[config.mk]
export PLATFORM = sky130hd
export DESIGN_NAME = rx_bit_timer
export DESIGN_NICKNAME = d
export VERILOG_FILES = /design/src/rtl/rx_bit_timer.sv
export SDC_FILE = /design/constraint.sdc
export NUM_CORES = 1
export LEC_CHECK = 0
export CORE_ASPECT_RATIO = 1.2
export CORE_MARGIN = 2
export CORE_UTILIZATION = 25
export CTS_BUF_LIST = sky130_fd_sc_hd__clkbuf_8 sky130_fd_sc_hd__clkbuf_16
export CTS_CLUSTER_DIAMETER = 120
export CTS_CLUSTER_SIZE = 8
export DETAILED_ROUTE_END_ITERATION = 12
export PLACE_DENSITY = 0.53
export SYNTH_ARGS = -nofsm -noshare
export SYNTH_HDL_FRONTEND = slang
export SYNTH_SLANG_ARGS = --single-unit
[constraint.sdc]
create_clock -name clk -period 4.1 [get_ports clk]
set_input_delay 0.82 -clock clk [delete_from_list [all_inputs] [get_ports clk]]
set_output_delay 0.82 -clock clk [all_outputs]
set_load 0.005 [all_outputs]
[src/rtl/rx_bit_timer.sv]
// Programmable receive bit timer: mid-bit sample, end-of-bit shift and packet-done strobes.
// Strobes are combinational decodes of registered state; packet_done lands bpp*cpb cycles after start.
// enable_timer low aborts a packet mid-flight; a finished packet waits for enable_timer low before restarting.
module rx_bit_timer #(
  parameter int CW = 14,
  parameter int BW = 4
) (
  input  logic          clk,
  input  logic          rst,
  input  logic          enable_timer,
  input  logic [CW-1:0] cfg_clks_per_bit,
  input  logic [BW-1:0] cfg_bits_per_packet,
  output logic          sample_strobe,
  output logic          shift_strobe,
  output logic          packet_done,
  output logic [BW-1:0] bit_index,
  output logic          busy,
  output logic          cfg_error
);

  typedef enum logic [1:0] {IDLE, RUN, DONE} state_t;

  state_t        state, state_nxt;
  logic [CW-1:0] clk_cnt, clk_cnt_nxt;
  logic [CW-1:0] cpb, cpb_nxt;
  logic [BW-1:0] bit_cnt, bit_cnt_nxt;
  logic [BW-1:0] bpp, bpp_nxt;

  logic cfg_legal;
  logic bit_end;
  logic last_bit;

  assign cfg_legal = (cfg_clks_per_bit >= CW'(2)) && (cfg_bits_per_packet != '0);
  assign bit_end   = (clk_cnt == cpb);
  assign last_bit  = (bit_cnt == bpp - BW'(1));

  always_ff @(posedge clk) begin
    if (rst) begin
      state   <= IDLE;
      clk_cnt <= '0;
      bit_cnt <= '0;
      cpb     <= '0;
      bpp     <= '0;
    end else begin
      state   <= state_nxt;
      clk_cnt <= clk_cnt_nxt;
      bit_cnt <= bit_cnt_nxt;
      cpb     <= cpb_nxt;
      bpp     <= bpp_nxt;
    end
  end

  always_comb begin
    state_nxt     = state;
    clk_cnt_nxt   = clk_cnt;
    bit_cnt_nxt   = bit_cnt;
    cpb_nxt       = cpb;
    bpp_nxt       = bpp;
    sample_strobe = 1'b0;
    shift_strobe  = 1'b0;
    packet_done   = 1'b0;
    cfg_error     = 1'b0;

    case (state)
      IDLE: begin
        clk_cnt_nxt = '0;
        bit_cnt_nxt = '0;
        if (enable_timer) begin
          if (cfg_legal) begin
            cpb_nxt     = cfg_clks_per_bit;
            bpp_nxt     = cfg_bits_per_packet;
            clk_cnt_nxt = CW'(1);
            state_nxt   = RUN;
          end else begin
            cfg_error = 1'b1;
          end
        end
      end

      RUN: begin
        if (!enable_timer) begin
          clk_cnt_nxt = '0;
          bit_cnt_nxt = '0;
          state_nxt   = IDLE;
        end else begin
          sample_strobe = (clk_cnt == (cpb >> 1));
          if (bit_end) begin
            shift_strobe = 1'b1;
            clk_cnt_nxt  = CW'(1);
            // The final bit keeps bit_cnt below bpp so DONE never shows an out-of-range index.
            if (last_bit) begin
              packet_done = 1'b1;
              state_nxt   = DONE;
            end else begin
              bit_cnt_nxt = bit_cnt + BW'(1);
            end
          end else begin
            clk_cnt_nxt = clk_cnt + CW'(1);
          end
        end
      end

      DONE: begin
        if (!enable_timer) begin
          clk_cnt_nxt = '0;
          bit_cnt_nxt = '0;
          state_nxt   = IDLE;
        end
      end

      default: begin
        clk_cnt_nxt = '0;
        bit_cnt_nxt = '0;
        state_nxt   = IDLE;
      end
    endcase
  end

  assign bit_index = bit_cnt;
  assign busy      = (state == RUN);

endmodule

==> results.cfg <==
[power]
fin_total_pwr_mw = 0.7795
power_report.internal_total_mw = 0.5795
power_leakage_nw = 1.093
share_clk_of_total_power_pct = 32.5
power.share.switching_pct = 25.66
ratio_of_total_power_to_cell_area_nw_per_um2 = 300.4
power.share.combinational_pct = 16.3
ir_worst_vdd_v = 0.0001354
net_switching_power_of_the_design_mw = 0.2001
share_seq_of_total_power_pct = 51.2

[final_layout]
final_util_pct = 31.65
n_antenna_cell = 0
synth_to_final_area_change_pct = 21.93
nets = 292
fillCellCount = 903
finalNonFillerCells = 381
layout-drive-gt1-share_pct = 5.618

[sta]
achievable-frequency_mhz = 273.3
slew_headroom_pct = 61.80
hold_violations = 0
post-route-worst-setup-slack_ns = 0.4406
layout_min_cycle_time_ns = 3.659
totalNegativeSetupSlack_ns = 0
max_slew.worst_pin.slew_ns = 0.5709
timing.final.max_slew_violations = 0
setup_repair_after_global_routing_missed_its_margin = false
final_min_period_over_clock_period_pct = 89.25
timing.clock.skew_ns = 0.003456
setup_viol = 0

[job]
max-cap-violations = 0

[synth]
average_instance_area_after_synthesis_um2 = 8.723
synth.top_cells.by_area = sky130_fd_sc_hd__dfxtp_1 36%, sky130_fd_sc_hd__mux2i_1 8.9%, sky130_fd_sc_hd__xor2_1 7.8%
post_syn_area_um2 = 2128
yosys.area.top_type_share_pct = 35.74
synth_seq_area_share_pct = 35.74
ys_ff_latch = 38
synthArstFlopShare_pct = 0
synth.yosys.warnings = 0
synth_area_leader_cell = sky130_fd_sc_hd__dfxtp_1
ys_top_cells_by_count = 38 x sky130_fd_sc_hd__dfxtp_1, 33 x sky130_fd_sc_hd__nor2_1, 21 x sky130_fd_sc_hd__nand2_1, 19 x sky130_fd_sc_hd__mux2i_1, 19 x sky130_fd_sc_hd__xor2_1
synth-edff-count = 0
post_synth_inst_count = 244
synthDistinctLibCells = 43
synth-main-ff-cell = sky130_fd_sc_hd__dfxtp_1
synthesis.nets = 268
post-synth-top-count-cell = sky130_fd_sc_hd__dfxtp_1

[setup_path]
critPathCaptureType = primary output
worst-setup-path-type = input pin to primary output
crit_path_top_delay_cell = sky130_fd_sc_hd__clkdlybuf4s50_1
cp_slowest_stage_delay_ns = 0.57
startpoint_type = input pin
setup.reg_to_reg.worst_slack_ns = 2.01
crit_path_frequent_cell = sky130_fd_sc_hd__clkdlybuf4s50_1
cp_data_required_time_ns = 3.28
critical_path_arrival_ns = 2.84
critPathMaxFanout = 2
crit_path_cell_trace = clkdlybuf4s50_1 -> nor4_1 -> nand4_1 -> o41ai_1 -> nor4b_1 -> clkdlybuf4s50_1

[placement]
placedCellCount = 375
numPortBuffers = 29
gp_routability_congestion = 0.8160
hpwl_mm = 3.648
place_ws_ns = 0.4251

[worst_hold_path]
worst_hold_path_type = flip-flop to flip-flop

[route]
vias_per_cell = 4.491
wl_mm = 4.767
drc = 0
vias = 1711
antenna_left = 0
dr.first_iter.drc_count = 67
detail_route.wl_per_cell_um = 12.51
first_pass_iters = 4

[global_route]
grt-ovfl-total = 0
first_global_vias = 1706
first_pass_grt_wire_length_mm = 8.024
antenna_found_initial = 0
grt_use_total_pct = 11.07
pin_count_of_the_biggest_net_entering_global_routing = 24

[cts]
cts_htree_levels = 2
tritoncts = built
cts_resized = 0
clk_transition_reported_paths_ns = 0.07
max-clock-path-buffers = 2
clockRootBuffer = sky130_fd_sc_hd__clkbuf_8
clock_sink_count = 38
cts_inserted_buffers = 5
worstSkewPairLatency_ns = 0.29
cts_hold_repair.buffers = 0
postCtsSetupRepairBufs = 0

[floorplan]
initial_core_util_pct = 25.96
die-width_um = 88.23
core_area_um2 = 8198
floorplan_die_area_um2 = 9270
design.portCount = 30
die_h_um = 105.1
row_count = 36

[status]
outcome = complete, no violations
[cell usage in the layout (no fill, tap or decap), drive strengths merged, types with 2 or more instances in the layout]
cell           count
dfxtp             38
nor2              33
clkdlybuf4s50     29
nand2             22
xor2              19
mux2i             19
xnor2             18
nor4               8
nand3              7
o21ai              7
inv                6
clkbuf             6
nand2b             5
a21o               5
nor3               5
nand4              5
a31oi              4
or2                3
and3               3
ha                 3
nor4b              2
or4                2
a21oi              2
a211o              2
buf                2
[critical path, delay by kind of cell]
kind | cells | cell delay, ns
and+or+nand+nor | 3 | 0.90
buffers and inverters | 2 | 0.99
AOI/OAI and AO/OA | 1 | 0.12
[area by class of cell]
| type | count | area (µm²) | area share (%) |
|---|---|---|---|
| clock buffer | 6 | 82.58 | 3.182 |
| inverter | 6 | 22.52 | 0.8679 |
| multi-input combinational | 186 | 1281 | 49.37 |
| sequential | 38 | 760.7 | 29.32 |
| tap | 114 | 142.6 | 5.497 |
| timing repair buffer | 31 | 305.3 | 11.76 |
[path summary, 6_finish.rpt]
| path | endpoint | startpoint | cells after the start |
|---|---|---|---|
| worst max register to register | bit_index[2]$_SDFFE_PP0P_ | bpp[0]$_SDFFE_PP0P_ | 7 |
| worst min-delay path | bpp[3]$_SDFFE_PP0P_ | bpp[3]$_SDFFE_PP0P_ | 2 |
| worst min register to register | bpp[3]$_SDFFE_PP0P_ | bpp[3]$_SDFFE_PP0P_ | 2 |
| worst max-delay path | cfg_error | cfg_clks_per_bit[12] | 6 |
[through the flow]
| step | cell area [µm²] | hold WS, ns |
|---|---|---|
| after floorplan | 2128 | 0.4837 |
| after global placement | 2512 | 0.5057 |
| after detailed placement | 2512 | 0.5257 |
| after CTS | 2595 | 0.5462 |
| after global routing | 2595 | 0.5601 |
| final | 2595 | 0.5314 |
[layer usage]
metal	global-route usage (%)	vias to the layer above	wire, µm
met5	0	-	0
met4	4.437	0	74
met3	2.765	5	164
met2	18.31	29	2292
met1	13.48	791	2235
li1	-	886	-
[sequential cells by signal, indices dropped and copies added (netlist names)]
name,flops
clk_cnt,14
cpb,14
bit_index,4
bpp,4
state,2
[power by group through the flow]
stage          logic [mW]  registers (mW)  clock network, mW
6_report            0.127           0.399              0.254
5_1_grt             0.140           0.401              0.281
4_1_cts             0.129           0.399              0.267
3_5_place_dp        0.128           0.408                  0
3_3_place_gp        0.127           0.407                  0
2_1_floorplan      0.0880           0.403                  0
[cells by family (layout without fill, tap and decap cells)]
| family | after synthesis | in the layout | share of synthesized area, % |
|---|---|---|---|
| flops | 38 | 38 | 35.74 |
| fa+ha+maj | 3 | 3 | 1.764 |
| simple gates | 99 | 99 | 25.34 |
| xor+xnor | 37 | 37 | 15.23 |
| compound gates | 28 | 28 | 8.937 |
| mux | 19 | 19 | 8.936 |
| buf+inv | 20 | 43 | 4.057 |
(Power assumes the default switching activity.)
